`src/rtl/mult8_seq_ctrl_pkg.sv`:
```
// Shared definitions for the 8x8 sequential multiplier controller.
// Includes the state encoding, the nibble width and the shift table for each step.
package mult8_seq_ctrl_pkg;

  localparam int NIB_W = 4;

  typedef enum logic [1:0] {
    IDLE = 2'd0,
    MUL  = 2'd1,
    DONE = 2'd2
  } state_e;

  localparam logic [3:0] SH0 = 4'd0;
  localparam logic [3:0] SH1 = 4'd4;
  localparam logic [3:0] SH2 = 4'd4;
  localparam logic [3:0] SH3 = 4'd8;

  function automatic logic [3:0] step_shift(input logic [1:0] step);
    case (step)
      2'd0:    return SH0;
      2'd1:    return SH1;
      2'd2:    return SH2;
      default: return SH3;
    endcase
  endfunction

endpackage

```
`src/rtl/mult8_seq_ctrl_array_mult4.sv`:
```
// Combinational 4x4 unsigned array multiplier.
// Built as rows of ripple full adders, one row per multiplier bit.
module array_mult4
  import mult8_seq_ctrl_pkg::*;
(
  input  logic [NIB_W-1:0]   m,
  input  logic [NIB_W-1:0]   q,
  output logic [2*NIB_W-1:0] p
);

  logic [2*NIB_W-1:0] sum;
  logic               carry;
  logic               pp_bit;
  logic               s_bit;

  always_comb begin
    sum    = '0;
    carry  = 1'b0;
    pp_bit = 1'b0;
    s_bit  = 1'b0;
    for (int j = 0; j < NIB_W; j++) begin
      sum[j] = m[j] & q[0];
    end
    // Each row adds (m & q[i]) << i into the running sum.
    // The bit above the row is still zero at that point, so the row carry-out lands there.
    for (int i = 1; i < NIB_W; i++) begin
      carry = 1'b0;
      for (int j = 0; j < NIB_W; j++) begin
        pp_bit     = m[j] & q[i];
        s_bit      = sum[i+j] ^ pp_bit ^ carry;
        carry      = (sum[i+j] & pp_bit) | (carry & (sum[i+j] ^ pp_bit));
        sum[i+j]   = s_bit;
      end
      sum[i+NIB_W] = carry;
    end
    p = sum;
  end

endmodule

```
`src/rtl/mult8_seq_ctrl.sv`:
```
// Builds an 8x8 unsigned multiply from one shared 4x4 array multiplier over four steps.
// Operands arrive on a valid/ready handshake, and the product leaves on a second one.
module mult8_seq_ctrl
  import mult8_seq_ctrl_pkg::*;
#(
  parameter int ZERO_SKIP = 1,
  parameter int CNT_W     = 8
) (
  input  logic             clk,
  input  logic             rst_n,
  input  logic             in_valid,
  output logic             in_ready,
  input  logic [7:0]       a,
  input  logic [7:0]       b,
  input  logic             abort,
  output logic             out_valid,
  input  logic             out_ready,
  output logic [15:0]      product,
  output logic             busy,
  output logic [CNT_W-1:0] op_count
);

  state_e             state_q, state_d;
  logic [1:0]         step_q, step_d;
  logic [7:0]         a_r_q, a_r_d;
  logic [7:0]         b_r_q, b_r_d;
  logic [15:0]        acc_q, acc_d;
  logic [15:0]        product_q, product_d;
  logic [CNT_W-1:0]   op_count_q, op_count_d;

  logic [NIB_W-1:0]   core_m;
  logic [NIB_W-1:0]   core_q;
  logic [2*NIB_W-1:0] core_p;
  logic [15:0]        pp_ext;

  // step[0] selects the high nibble of a, and step[1] selects the high nibble of b.
  assign core_m = step_q[0] ? a_r_q[7:4] : a_r_q[3:0];
  assign core_q = step_q[1] ? b_r_q[7:4] : b_r_q[3:0];
  assign pp_ext = 16'(core_p) << step_shift(step_q);

  array_mult4 u_core (
    .m (core_m),
    .q (core_q),
    .p (core_p)
  );

  always_comb begin
    state_d    = state_q;
    step_d     = step_q;
    a_r_d      = a_r_q;
    b_r_d      = b_r_q;
    acc_d      = acc_q;
    product_d  = product_q;
    op_count_d = op_count_q;
    case (state_q)
      IDLE: begin
        if (!abort && in_valid) begin
          a_r_d  = a;
          b_r_d  = b;
          acc_d  = '0;
          step_d = 2'd0;
          if ((ZERO_SKIP != 0) && ((a == 8'd0) || (b == 8'd0))) begin
            state_d   = DONE;
            product_d = '0;
          end else begin
            state_d = MUL;
          end
        end
      end
      MUL: begin
        if (abort) begin
          state_d = IDLE;
        end else begin
          acc_d  = acc_q + pp_ext;
          step_d = step_q + 2'd1;
          if (step_q == 2'd3) begin
            state_d   = DONE;
            product_d = acc_d;
          end
        end
      end
      DONE: begin
        if (abort) begin
          state_d = IDLE;
        end else if (out_ready) begin
          state_d    = IDLE;
          op_count_d = op_count_q + CNT_W'(1);
        end
      end
      default: state_d = IDLE;
    endcase
  end

  always_ff @(posedge clk or negedge rst_n) begin
    if (!rst_n) begin
      state_q    <= IDLE;
      step_q     <= '0;
      a_r_q      <= '0;
      b_r_q      <= '0;
      acc_q      <= '0;
      product_q  <= '0;
      op_count_q <= '0;
    end else begin
      state_q    <= state_d;
      step_q     <= step_d;
      a_r_q      <= a_r_d;
      b_r_q      <= b_r_d;
      acc_q      <= acc_d;
      product_q  <= product_d;
      op_count_q <= op_count_d;
    end
  end

  assign in_ready  = (state_q == IDLE);
  assign out_valid = (state_q == DONE);
  assign busy      = (state_q != IDLE);
  assign product   = product_q;
  assign op_count  = op_count_q;

endmodule

```
`config.mk`:
```
export PLATFORM = sky130hd
export DESIGN_NAME = mult8_seq_ctrl
export DESIGN_NICKNAME = d
export VERILOG_FILES = /design/src/rtl/mult8_seq_ctrl_pkg.sv /design/src/rtl/mult8_seq_ctrl_array_mult4.sv /design/src/rtl/mult8_seq_ctrl.sv
export SDC_FILE = /design/constraint.sdc
export NUM_CORES = 1
export LEC_CHECK = 0
export BUFFER_PORTS_ARGS = -buffer_cell sky130_fd_sc_hd__buf_4
export CAP_MARGIN = 20
export CORE_ASPECT_RATIO = 1.4
export CORE_MARGIN = 4
export CORE_UTILIZATION = 34
export DETAILED_ROUTE_END_ITERATION = 8
export PLACE_DENSITY = 0.53
export SYNTH_ARGS = -nofsm -noshare
export SYNTH_HDL_FRONTEND = slang
export SYNTH_SLANG_ARGS = --single-unit
```
`constraint.sdc`:
```
create_clock -name clk -period 14.3 [get_ports clk]
set_clock_uncertainty 0.15 [all_clocks]
set_input_delay 2.145 -clock clk [delete_from_list [all_inputs] [get_ports clk]]
set_output_delay 2.145 -clock clk [all_outputs]
set_load 0.02 [all_outputs]
```
Yosys cells after proc, flatten, opt, wreduce, memory -nomap -nowiden --
Index checks and enable logic that the tools add are counted. Widths: inputs -> output; s select.
Word-level totals: register bits after elaboration 60, latch bits 0, RAM bits 0, memory bits (read-only) 0, output and inout bits 27, memories 0
Cells by class: add/sub/neg operators 3, multipliers 0, divide/modulo/power cells 0, order comparisons 0, equality and inequality tests 11, shifts and indexed selects 1, muxes and demuxes 21, bitwise logic cells 65, reduce and logical (&&, ||, !) cells 15
Operator list (number):
- $mux 16 | 6
- $pmux 16 s2 | 2
- $and 1x1->1 | 36
- $xor 1x1->1 | 20
- $add 16x16->16 | 1
- $logic_not 8->1 | 2
- $mux 2 | 8
- $shl 8x4->16 | 1
- $reduce_and 3->1 | 3
- $add 8x1->8 const B | 1
- $mux 4 | 2
- $or 1x1->1 | 8
- $pmux 4 s2 | 1
- $eq 2x2->1 const B | 3
- $pmux 2 s3 | 1
- $reduce_and 5->1 | 1
- $eq 2x1->1 const B | 2
- $logic_not 2->1 | 2
- $ne 2x1->1 const B | 2
- $ne 2x2->1 const B | 2
- $pmux 2 s2 | 1
- $reduce_bool 2->1 | 2
- $ne 3x2->1 const B | 1
- $ne 3x3->1 const B | 1
- other kinds (7) | 7

Depth between registers and ports, before layout --
Gate-level depths: netlist (run 1).
depth after elaboration 22, mapped depth 24, depth with buffers taken out 23

Cells and area by module --
A second synthesis (run 1) with hierarchy kept.
Unflattened totals: cell total of the unflattened synthesis 393, area, all modules 3891.2 sq um
Modules (own cells, without submodules):
- mult8_seq_ctrl | instances 1, cells an instance 351, area each 3538.4 sq um
- array_mult4 | instances 1, cells an instance 42, area each 352.8 sq um

Least setup slack after synthesis (run 1) --
No wires, ideal clock.
kind reg2reg, start register step_q[0], end register product_q[14], in the netlist product[14], library setup time 0.131 ns, arrival 5.683 ns, required time 14.019 ns, path slack 8.336 ns, stages on the path, launching flop included 24, buffers on the path 1, clock period less this slack 5.964 ns, cells stage by stage dfrtp_1 > clkbuf_1 > mux2i_1 > nor2_1 > ha_1 > fa_1 > inv_1 > fa_1 > fa_1 > inv_1 > fa_1 > inv_1 > fa_1 > fa_1 > inv_1 > fa_1 > a22o_1 > ha_1 > and3_4 > nand2_2 > o31ai_2 > mux2i_1 > a2111oi_2 > o31ai_1
On the way: word-level cells in the longest chain between the ends 22, elaborated cells between the ends (all ways) 78
RTL lines:
- from (decl) | RTL line mult8_seq_ctrl.sv:24 | logic [1:0] step_q, step_d;
- from (signal assigned) | RTL line mult8_seq_ctrl.sv:105 | step_q <= step_d;
- $mux 4 | RTL line mult8_seq_ctrl.sv:37 | assign core_m = step_q[0] ? a_r_q[7:4] : a_r_q[3:0];
- $and 1x1->1, on equally long branches | RTL line mult8_seq_ctrl_array_mult4.sv:22, mult8_seq_ctrl_array_mult4.sv:29
- $and 1x1->1 / $xor 1x1->1 (equally long branches) | RTL line mult8_seq_ctrl_array_mult4.sv:31, mult8_seq_ctrl_array_mult4.sv:30
- $and 1x1->1 | RTL line mult8_seq_ctrl_array_mult4.sv:31 | carry = (sum[i+j] & pp_bit) | (carry & (sum[i+j] ^ pp_bit));
- $or 1x1->1 | RTL line mult8_seq_ctrl_array_mult4.sv:31
- $and 1x1->1 / $xor 1x1->1 (equally long branches) | RTL line mult8_seq_ctrl_array_mult4.sv:31, mult8_seq_ctrl_array_mult4.sv:30
- $or 1x1->1 / $xor 1x1->1 (equally long branches) | RTL line mult8_seq_ctrl_array_mult4.sv:31, mult8_seq_ctrl_array_mult4.sv:30
- $xor 1x1->1 / $and 1x1->1 (equally long branches) | RTL line mult8_seq_ctrl_array_mult4.sv:30, mult8_seq_ctrl_array_mult4.sv:31
- [6 not listed]
- $or 1x1->1 | RTL line mult8_seq_ctrl_array_mult4.sv:31
- $and 1x1->1 | RTL line mult8_seq_ctrl_array_mult4.sv:31
- $or 1x1->1 | RTL line mult8_seq_ctrl_array_mult4.sv:31
- $shl 8x4->16 | RTL line mult8_seq_ctrl.sv:39 | assign pp_ext = 16'(core_p) << step_shift(step_q);
- $add 16x16->16 | RTL line mult8_seq_ctrl.sv:74 | acc_d = acc_q + pp_ext;
- $mux 16 | RTL line mult8_seq_ctrl.sv:76 | if (step_q == 2'd3) begin
- $mux 16 | RTL line mult8_seq_ctrl.sv:71 | if (abort) begin
- $pmux 16 s2 | RTL line mult8_seq_ctrl.sv:55 | case (state_q)
- to (signal assigned) | RTL line mult8_seq_ctrl.sv:109 | product_q <= product_d;
- to (decl) | RTL line mult8_seq_ctrl.sv:28 | logic [15:0] product_q, product_d;
Several ways; a longest one is shown, not always the timed one. The select of a mux whose other input is x is not followed. A chain may end at the register's enable or synchronous reset.

Worst setup path in the final report (run 1) --
start register step_q[1], end register product_q[14], in the netlist product[14]
On the way: word-level cells in the longest chain between the ends 22, elaborated cells between the ends (all ways) 78
RTL lines:
- $mux 4 | RTL line mult8_seq_ctrl.sv:38 | assign core_q = step_q[1] ? b_r_q[7:4] : b_r_q[3:0];
- $and 1x1->1, on equally long branches | RTL line mult8_seq_ctrl_array_mult4.sv:22, mult8_seq_ctrl_array_mult4.sv:29
- $and 1x1->1 / $xor 1x1->1 (equally long branches) | RTL line mult8_seq_ctrl_array_mult4.sv:31, mult8_seq_ctrl_array_mult4.sv:30
- $and 1x1->1 | RTL line mult8_seq_ctrl_array_mult4.sv:31
- $or 1x1->1 | RTL line mult8_seq_ctrl_array_mult4.sv:31
- $and 1x1->1 / $xor 1x1->1 (equally long branches) | RTL line mult8_seq_ctrl_array_mult4.sv:31, mult8_seq_ctrl_array_mult4.sv:30
- $or 1x1->1 / $xor 1x1->1 (equally long branches) | RTL line mult8_seq_ctrl_array_mult4.sv:31, mult8_seq_ctrl_array_mult4.sv:30
- $xor 1x1->1 / $and 1x1->1 (equally long branches) | RTL line mult8_seq_ctrl_array_mult4.sv:30, mult8_seq_ctrl_array_mult4.sv:31
- [6 not listed]
- $or 1x1->1 | RTL line mult8_seq_ctrl_array_mult4.sv:31
- $and 1x1->1 | RTL line mult8_seq_ctrl_array_mult4.sv:31
- $or 1x1->1 | RTL line mult8_seq_ctrl_array_mult4.sv:31
- $shl 8x4->16 | RTL line mult8_seq_ctrl.sv:39
- $add 16x16->16 | RTL line mult8_seq_ctrl.sv:74
- $mux 16 | RTL line mult8_seq_ctrl.sv:76
- $mux 16 | RTL line mult8_seq_ctrl.sv:71
- $pmux 16 s2 | RTL line mult8_seq_ctrl.sv:55
Several ways; a longest one is shown, not always the timed one. The select of a mux whose other input is x is not followed.

==> run metrics, run 1 <==
outcome=finished, final reports clean; WL per Instance=15.0 um; Via Count=2744; post-route cell area=4440 um^2; Starting Density=35.2%; Hold Crit Start=product[11]; crit-path cells=mux2i_1, nor2_1, ha_1, fa_1, inv_1, fa_1, fa_1, inv_1, fa_1, fa_1, inv_1, fa_1, inv_1, fa_1, a22o_1, ha_1, and3_4, nand2_2, o31ai_2, mux2i_1, a2111oi_2, o31ai_1; top post-synthesis cells by count=dfrtp_1, nand2_1, ha_1, nor2_1; fmax=0.160 GHz; syn nets=412; clock tree buffer depth=2; layout cells sized above 1=23.7%; H-tree depth=3; drt initial violations=96; Clk Latency, worst-skew pair=330 ps; post-cts hold buffer count=0; most frequent cell after synthesis=dfrtp_1; Worst path slowest cell=dfrtp_1; most frequent CP cell=fa_1; io pins=48; relative slew slack=45.8%; core area=10500 um^2; Die Height=131 um; grt ovf=0; DRC Markers=0; Yosys top cell area share=40.8%; VDD IR max=74.0 uV; GPL Wtd Cong=0.874; post-synth cell types=57; leakage power figure=0.00211 uW; Reg clk slew, reported paths=50 ps; Worst Path Required=14330 ps; largest cells by area after synthesis=dfrtp_1, ha_1, mux2_2; worst reg2reg startpoint=step_q[1]; fin. max-slew vios=0; Crit. path cell count=22; Avg Vias per Cell=4.98; DP Area=4160 um^2; final core area utilization=42.4%; DRT Pass-1 Iters=4; Syn. warnings=0; worst-margin pin slew=812 ps; Gate Count Post-Synth=361; # setup viols final=0; die area=12600 um^2; post-synthesis cell area=3680 um^2; CTS Buf Count=9; row cnt=44; MaxCap Viol Count=0; die width=96.0 um; post-synthesis sequential area ratio=40.8%; CP bufs+invs=4; max incr delay on CP=510 ps; Post-synth top flop=dfrtp_1; Worst path top cell family by delay=adder cells; largest net degree at the start of global routing=61; final worst path period share=43.8%; reg2reg path depth=22; hpwl dp=6260 um; area delta synth->final=20.5%; worst hold slack=328 ps; RSZ-0062 raised after global routing=false; leading area contributor after synthesis=dfrtp_1; Worst setup EP type=flip-flop; Hold WC Path Type=reg -> reg; Mean Syn Cell Area=10.2 um^2; crit path from=step_q[1]; WS Path Type=reg -> reg; CTS tree=yes; FF+latch count, synth=60; Post-CTS Setup Bufs=0; critical path arrival=6290 ps; EDFF count, synth=0; I/O Buffers=47; Final TNS setup=0 ps; Resized Gates After CTS=0; Period minus WS final=6260 ps; final hold viol count=0; # nets final=459; Global Route Usage Sum=14.3%; Min-Delay Path Depth=2; critical path startpoint category=flip-flop; Overall Power=960 uW; initial antenna violation count=0; CTS sink cnt=60; DRT Wirelength=8260 um; Antenna Cells=0; Synth async-reset ratio=100%; vias in the first global route=2870; root buf cell=clkbuf_16; global-route wire length before repair=14100 um; largest fanout on the critical path=6; DRT antenna net count=0; PwrDens=216 nW/um^2
[state kept, by name (all words and copies together) (netlist names)]
register	count
acc_q	16
product	16
a_r_q	8
b_r_q	8
op_count	8
state_q	2
step_q	2
[per-layer routing]
| metal | part of all wire (%) | vias to the layer above | track usage, % |
|---|---|---|---|
| met4 | 2.1 | 0 | 6.25 |
| met1 | 44 | 1310 | 17.8 |
| met5 | 0 | - | 0 |
| li1 | - | 1368 | - |
| met2 | 51 | 54 | 23.8 |
| met3 | 3.2 | 12 | 2.63 |
[layout make-up]
| cell class | count | area (um^2) |
|---|---|---|
| fillers | 1099 | 6020 |
| multi-input cells | 274 | 2060 |
| flip-flops and latches | 60 | 1500 |
| repair buffers | 48 | 360 |
| clock buffers | 15 | 278 |
| well taps | 138 | 173 |
| inverters | 15 | 56.3 |
| clock inverters | 1 | 5.00 |
[placed cells by master (no fill, tap or decap), types with 2 or more instances in the layout]
| master | instances |
|---|---|
| a22o_1 | 11 |
| nor2b_1 | 8 |
| o31ai_1 | 3 |
| nor4_1 | 5 |
| xor2_1 | 8 |
| nand2b_1 | 4 |
| nor2_1 | 21 |
| o21ai_1 | 18 |
| a211oi_1 | 2 |
| o21ai_0 | 11 |
| xnor2_1 | 12 |
| nor3_1 | 3 |
| or2_2 | 5 |
| nand4_1 | 2 |
| fa_1 | 9 |
| and3_1 | 4 |
| nand2_1 | 45 |
| ha_1 | 21 |
| buf_4 | 48 |
| a21o_1 | 4 |
| a21oi_1 | 13 |
| dfrtp_1 | 60 |
| clkbuf_8 | 3 |
| mux2i_1 | 12 |
| inv_1 | 15 |
| mux2_2 | 18 |
| and2_1 | 4 |
| nand3_1 | 4 |
| clkbuf_1 | 3 |
| clkbuf_16 | 9 |
[metrics by stage]
| stage | cells | setup WS, ps |
|---|---|---|
| final | 551 | 8040 |
| after detailed placement | 535 | 8040 |
| after global routing | 551 | 7600 |
| after CTS | 551 | 8020 |
| after floorplan | 361 | 8340 |
| after global placement | 535 | 8160 |
[report_power, final]
part | internal (uW) | switching [uW] | total (uW)
registers | 207 | 27.1 | 234
logic | 221 | 300 | 522
clock network | 131 | 72.9 | 204
[cell families after synthesis]
family                   after synthesis  share of synthesized area [%]
multiplexers                          31                           9.07
XOR/XNOR                              20                           4.76
AND/OR/NAND/NOR                      117                           16.0
AO/OA/AOI/OAI                         76                           14.2
buffers and inverters                 27                           3.19
flip-flops                            60                           40.8
adder cells (fa/ha/maj)               30                           12.0
[worst register-to-register path, delay by kind of cell (launching register included)]
family | cells | cell delay [ps]
flip-flops | 1 | 510
AND/OR/NAND/NOR | 3 | 380
adder cells (fa/ha/maj) | 9 | 3290
AO/OA/AOI/OAI | 4 | 950
buffers and inverters | 4 | 290
multiplexers | 2 | 540
[worst paths after layout]
check                                   end  slack [ps]
worst max-delay path            product[14]        8040
worst min-delay path            product[11]         330
worst max register to register  product[14]        8040
worst min register to register  product[11]         330
max in group asynchronous          a_r_q[6]       11740
min in group asynchronous        product[7]        1750
Power figures use the tool's default switching activity.
==> run 2: changes to the inputs <==
Clock period 14.3 ns to 6.2 ns, I/O delays scaled along.
==> run 2 against run 1 <==
  * Register-to-register slack lost 7800 ps
  * Non-clock buffer count grew 9
  * Clock power grew to 2.9 times the previous value
  * Critical path type unchanged
==> run metrics, run 2 (synthesized netlist as in run 1, its figures left out) <==
DP Area=4190 um^2 (+0.72%); DRC Markers=0 (unchanged); Net Switching=996 uW (+150%); most frequent CP cell=fa_1; Die Height=131 um (unchanged); grt ovf=0 (unchanged); post-route cell area=4700 um^2 (+5.9%); io pins=48 (unchanged); fin. max-slew vios=0 (unchanged); CP bufs+invs=4 (unchanged); DRT Wirelength=8570 um (+3.7%); PwrDens=534 nW/um^2 (+150%); Reg clk slew, reported paths=50 ps (about the same); Clk network pwr share=23.6% (+2.3 points); die area=12600 um^2 (unchanged); largest fanout on the critical path=6 (unchanged); fmax=0.168 GHz (+5.4%); Worst setup EP type=flip-flop; max incr delay on CP=480 ps (-30 ps); Worst path slowest cell=fa_1; Clk Latency, worst-skew pair=340 ps (about the same); P_int=1520 uW (+170%); VDD IR max=241 uV (+230%); core area=10500 um^2 (unchanged); DRT Pass-1 Iters=4 (unchanged); Avg Vias per Cell=5.02 (+0.80%); layout cells sized above 1=31.3% (+7.6 points); root buf cell=clkbuf_16; row cnt=44 (unchanged); die width=96.0 um (unchanged); Worst Path Required=6240 ps (-8090 ps); Worst path top cell family by delay=adder cells; WL per Instance=15.3 um (+2.1%); H-tree depth=3 (unchanged); Global Route Usage Sum=14.6% (+0.31 points); DRT antenna net count=0 (unchanged); final worst path period share=95.8% (+52 points); leakage power figure=0.00218 uW (+3.4%); Hold WC Path Type=reg -> reg; CTS Buf Count=9 (unchanged); relative slew slack=33.8% (-12 points); worst-margin pin slew=991 ps (+179 ps); clock tree buffer depth=2 (unchanged); final setup margin=260 ps (-7780 ps); area delta synth->final=27.6%; pre-CTS setup slack=-69.5 ps (-8100 ps); MaxCap Viol Count=0 (unchanged); Comb pwr share=54.6% (+0.2 points); initial antenna violation count=0 (unchanged); post-cts hold buffer count=0 (unchanged); drt initial violations=123 (+28%); crit-path cells=mux2i_4, nor2_1, ha_1, fa_2, inv_2, fa_1, fa_2, inv_2, fa_1, fa_1, inv_1, fa_2, inv_2, fa_1, mux2i_1, nor2_1, ha_1, a21o_1, and2_4, a211o_1, a21oi_2, xor2_2, o31ai_1; Period minus WS final=5940 ps (-319 ps); vias in the first global route=2916 (+1.6%); # setup viols final=0 (unchanged); outcome=finished, final reports clean; I/O Buffers=47 (unchanged); Starting Density=35.2% (unchanged); hpwl dp=6370 um (+1.8%); largest net degree at the start of global routing=61 (unchanged); switching share of power=39.6% (-2.1 points); commonest cells after routing, fill and taps aside=dfrtp_1, buf_4, nand2_1, nor2_1, o21ai_1; Via Count=2811 (+2.4%); global-route wire length before repair=14400 um (+1.9%); # nets final=468 (+2.0%); leading cell type in the layout, fill and taps excluded=dfrtp_1; critical path startpoint category=flip-flop; GPL Wtd Cong=0.894 (+2.3%); WS Path Type=reg -> reg; CTS sink cnt=60 (unchanged); CTS tree=yes; critical path arrival=5980 ps (-310 ps); Sequential Power Share=21.8% (-2.6 points); final hold viol count=0 (unchanged); Antenna Cells=0 (unchanged)
run 2: cell types whose count changed in the layout (fill, tap and decap cells not counted), sizes merged:
cell,before,now
buf,48,57
bufinv,0,3
clkbuf,15,12
run 2: cell type report:
cell class	instances	area, um^2
sequential	60	1500
timing repair buffer	57	428
clock buffer	12	256
multi-input combinational	274	2190
tap	138	173
fill	1011	5760
clock inverter	4	95.1
inverter	15	56.3
run 2: power groups by stage:
| stage | Combinational (uW) | Sequential, uW | Clock [uW] |
|---|---|---|---|
| floorplan | 924 | 544 | 0 |
| global placement | 1230 | 545 | 0 |
| detailed placement | 1250 | 546 | 0 |
| CTS | 1260 | 542 | 603 |
| global route | 1550 | 558 | 623 |
| finish | 1370 | 548 | 592 |
run 2: what timing repair did:
action / CTS / global route
gates resized for setup: 3 / 27
endpoints found under the setup margin: 9 / 16
pin swaps: 0 / 15
cloned: 0 / 0
setup buffers: 0 / 5
run 2: worst register-to-register path: stages (launching register included):
cell     delay (ps)
dfrtp_2         470
mux2i_4         320
nor2_1           80
ha_1            210
fa_2            340
inv_2            60
fa_1            430
fa_2            350
inv_2            60
fa_1            400
fa_1            420
inv_1            80
fa_2            200
inv_2            40
fa_1            480
mux2i_1         180
nor2_1           80
ha_1            380
a21o_1          210
and2_4          160
a211o_1         240
a21oi_2         180
xor2_2          180
o31ai_1          80
run 2: path summary, 6_finish.rpt:
path	start	end	slack (ps)	cells past startpoint
hold reg to reg	op_count[7]	op_count[7]	330	1
hold / removal	op_count[7]	op_count[7]	330	1
max in group asynchronous	rst_n	step_q[0]	4830	1
min in group asynchronous	rst_n	product[14]	530	1
setup reg to reg	step_q[1]	product[9]	260	23
setup / recovery	step_q[1]	product[9]	260	23
run 2: through the flow:
stage	hold slack, ps	utilization (%)	setup TNS, ps	total power (uW)	cells
2_1_floorplan	306	-	0	1470	361
3_3_place_gp	315	40.0	0	1780	539
3_5_place_dp	323	40.0	-116	1800	539
4_1_cts	333	43.5	0	2410	555
5_1_grt	345	45.0	-6.04	2730	560
6_report	328	45.0	0	2510	560
run 2: per-layer routing:
| layer | global-route usage [%] | up-vias | share of wire [%] | wire [um] |
|---|---|---|---|---|
| met5 | 0 | - | 0 | 0 |
| met3 | 2.17 | 20 | 3.5 | 297 |
| met1 | 18.2 | 1361 | 43 | 3670 |
| li1 | - | 1377 | - | - |
| met2 | 23.2 | 53 | 50 | 4270 |
| met4 | 9.26 | 0 | 3.9 | 335 |
==> run 3: changes to the inputs <==
Settings changed: CORE_UTILIZATION 34 to 45, PLACE_DENSITY 0.53 to 0.66.
==> run 3 against run 2 <==
  * Setup slack got worse by 54 ps
  * Final area decreased by 5.8%
  * Utilization increased by 12 points
  * Non-clock buffer count is 1 lower
  * Register-to-register slack worse by 50 ps
  * Sequential share of layout area is 2.0 points higher
  * Combinational power down 4%
  * Total power down 13%
  * Fmax fell by 0.90%
  * Flip-flop and latch count stayed put
  * Largest power group unchanged
==> run metrics, run 3 (synthesized netlist as in run 1, its figures left out) <==
Final TNS setup=0 ps (unchanged); # setup viols final=0 (unchanged); die width=84.5 um (-12%); Die Height=115 um (-12%); Avg Vias per Cell=5.34 (+6.3%); relative slew slack=39.2% (+5.4 points); drt initial violations=78 (-37%); max incr delay on CP=460 ps (-20 ps); leakage power figure=0.00208 uW (-4.4%); critical path startpoint category=flip-flop; Starting Density=47.0% (+12 points); vias in the first global route=2943 (+0.93%); clock tree buffer depth=2 (unchanged); Via Count=2781 (-1.1%); Overall Power=2180 uW (-13%); outcome=finished, final reports clean; core area=7850 um^2 (-25%); most frequent CP cell=fa_1; worst-margin pin slew=910 ps (-81.0 ps); hpwl dp=5980 um (-6.1%); initial antenna violation count=0 (unchanged); commonest cells after routing, fill and taps aside=dfrtp_1, buf_4, nand2_1, nor2_1; fin. max-slew vios=0 (unchanged); largest fanout on the critical path=4 (-2); Clk Latency, worst-skew pair=350 ps (about the same); grt ovf=0 (unchanged); CTS sink cnt=60 (unchanged); Period minus WS final=5990 ps (+54.2 ps); worst reg2reg startpoint=step_q[1]; Clk network pwr share=15.0% (-8.6 points); H-tree depth=3 (unchanged); Sequential Power Share=25.0% (+3.2 points); VDD IR max=241 uV (-0.16%); DP Area=4130 um^2 (-1.3%); # nets final=467 (-0.21%); Worst Path Required=6290 ps (+50 ps); leading cell type in the layout, fill and taps excluded=dfrtp_1; final worst path period share=96.7% (+0.87 points); Worst setup EP type=flip-flop; fmax=0.167 GHz (-0.90%); DRT Wirelength=8040 um (-6.2%); Reg clk slew, reported paths=70 ps (+20 ps); PwrDens=491 nW/um^2 (-8.0%); WL per Instance=15.4 um (+0.86%); fill cell count=736 (-27%); CTS Buf Count=9 (unchanged); io pins=48 (unchanged); P_int=1220 uW (-20%); crit path from=step_q[1]; post-cts hold buffer count=0 (unchanged); Net Switching=959 uW (-3.7%); DRC Markers=0 (unchanged); WS Path Type=reg -> reg; die area=9720 um^2 (-23%); largest net degree at the start of global routing=61 (unchanged); GPL Wtd Cong=0.875 (-2.2%); I/O Buffers=47 (unchanged); switching share of power=44.0% (+4.4 points); root buf cell=clkbuf_8; CTS tree=yes; Hold WC Path Type=reg -> reg; Antenna Cells=0 (unchanged); area delta synth->final=20.2%; Comb pwr share=60.0% (+5.4 points); Hold Crit Start=product[9]; Global Route Usage Sum=17.5% (+2.9 points); layout cells sized above 1=30.4% (-0.88 points); crit-path cells=mux2i_4, nor2_1, ha_2, fa_1, inv_2, fa_1, fa_2, inv_2, fa_1, fa_1, inv_1, fa_2, inv_2, fa_1, a22o_1, ha_1, and2_2, and3_1, a221oi_2, o21ai_1, xnor2_1, a22o_1; post-route cell area=4430 um^2 (-5.8%); DRT antenna net count=0 (unchanged); global-route wire length before repair=13300 um (-7.3%); MaxCap Viol Count=0 (unchanged); final hold viol count=0 (unchanged); row cnt=38 (-14%); critical path arrival=6090 ps (+110 ps); DRT Pass-1 Iters=4 (unchanged); Worst path slowest cell=dfrtp_2
## run 3: changes by cell type in the layout (fill, tap and decap cells not counted), moves of 3 or more
| cell | before | now |
|---|---|---|
| clkbuf_16 | 9 | 0 |
| ha_4 | 3 | 0 |
| bufinv_16 | 3 | 0 |
| ha_2 | 0 | 3 |
| clkbuf_8 | 2 | 10 |
| clkinvlp_4 | 0 | 4 |
## run 3: power groups by stage
stage          Sequential [uW]  Combinational, uW  Clock (uW)
2_1_floorplan              544                924           0
3_3_place_gp               543               1190           0
3_5_place_dp               545               1210           0
4_1_cts                    543               1230         338
5_1_grt                    557               1470         356
6_report                   545               1310         327
## run 3: stage by stage
step | instances | worst slack (ps) | utilization, % | hold slack (ps)
2_1_floorplan | 361 | 236 | - | 306
3_3_place_gp | 500 | 105 | 52.6 | 314
3_5_place_dp | 500 | -83.5 | 52.6 | 322
4_1_cts | 516 | 10.1 | 55.2 | 336
5_1_grt | 521 | -12.2 | 56.5 | 353
6_report | 521 | 206 | 56.5 | 329
## run 3: layout make-up
cell class              count  area (um^2)  area share, %
inverters                  15         56.3           1.27
clock inverters             6         47.5           1.07
clock buffers              10          138           3.11
flip-flops and latches     60         1500           34.0
repair buffers             56          420           9.49
well taps                 100          125           2.82
multi-input cells         274         2140           48.3
## run 3: per-layer routing
metal | GRT usage (%) | up-vias | part of all wire [%]
li1 | - | 1376 | -
met1 | 19.5 | 1339 | 42
met2 | 31.1 | 51 | 52
met3 | 4.01 | 15 | 3.3
met4 | 8.87 | 0 | 2.5
met5 | 0 | - | 0
## run 3: what timing repair did
item / in CTS / in global routing
gates resized for setup: 4 / 18
gates cloned: 0 / 0
setup buffers: 0 / 5
setup endpoints to repair: 7 / 16
pin swaps: 0 / 13
## run 3: final timing paths
kind | cells past startpoint | end | slack (ps)
max reg2reg | 22 | product[15] | 210
min in group asynchronous | 1 | op_count[7] | 500
min | 2 | product[9] | 330
max in group asynchronous | 1 | step_q[0] | 4860
min reg2reg | 2 | product[9] | 330
max | 22 | product[15] | 210
## run 3: worst max-delay path: cells and delay by family, from the launching register on
kind,cells,cell delay (ps)
xor gates and xnor gates,1,180
AOI/OAI and AO/OA,4,850
buffers and inverters,4,250
muxes,1,280
adders and majority gates,9,3170
and+or+nand+nor,3,540
DFF,1,460
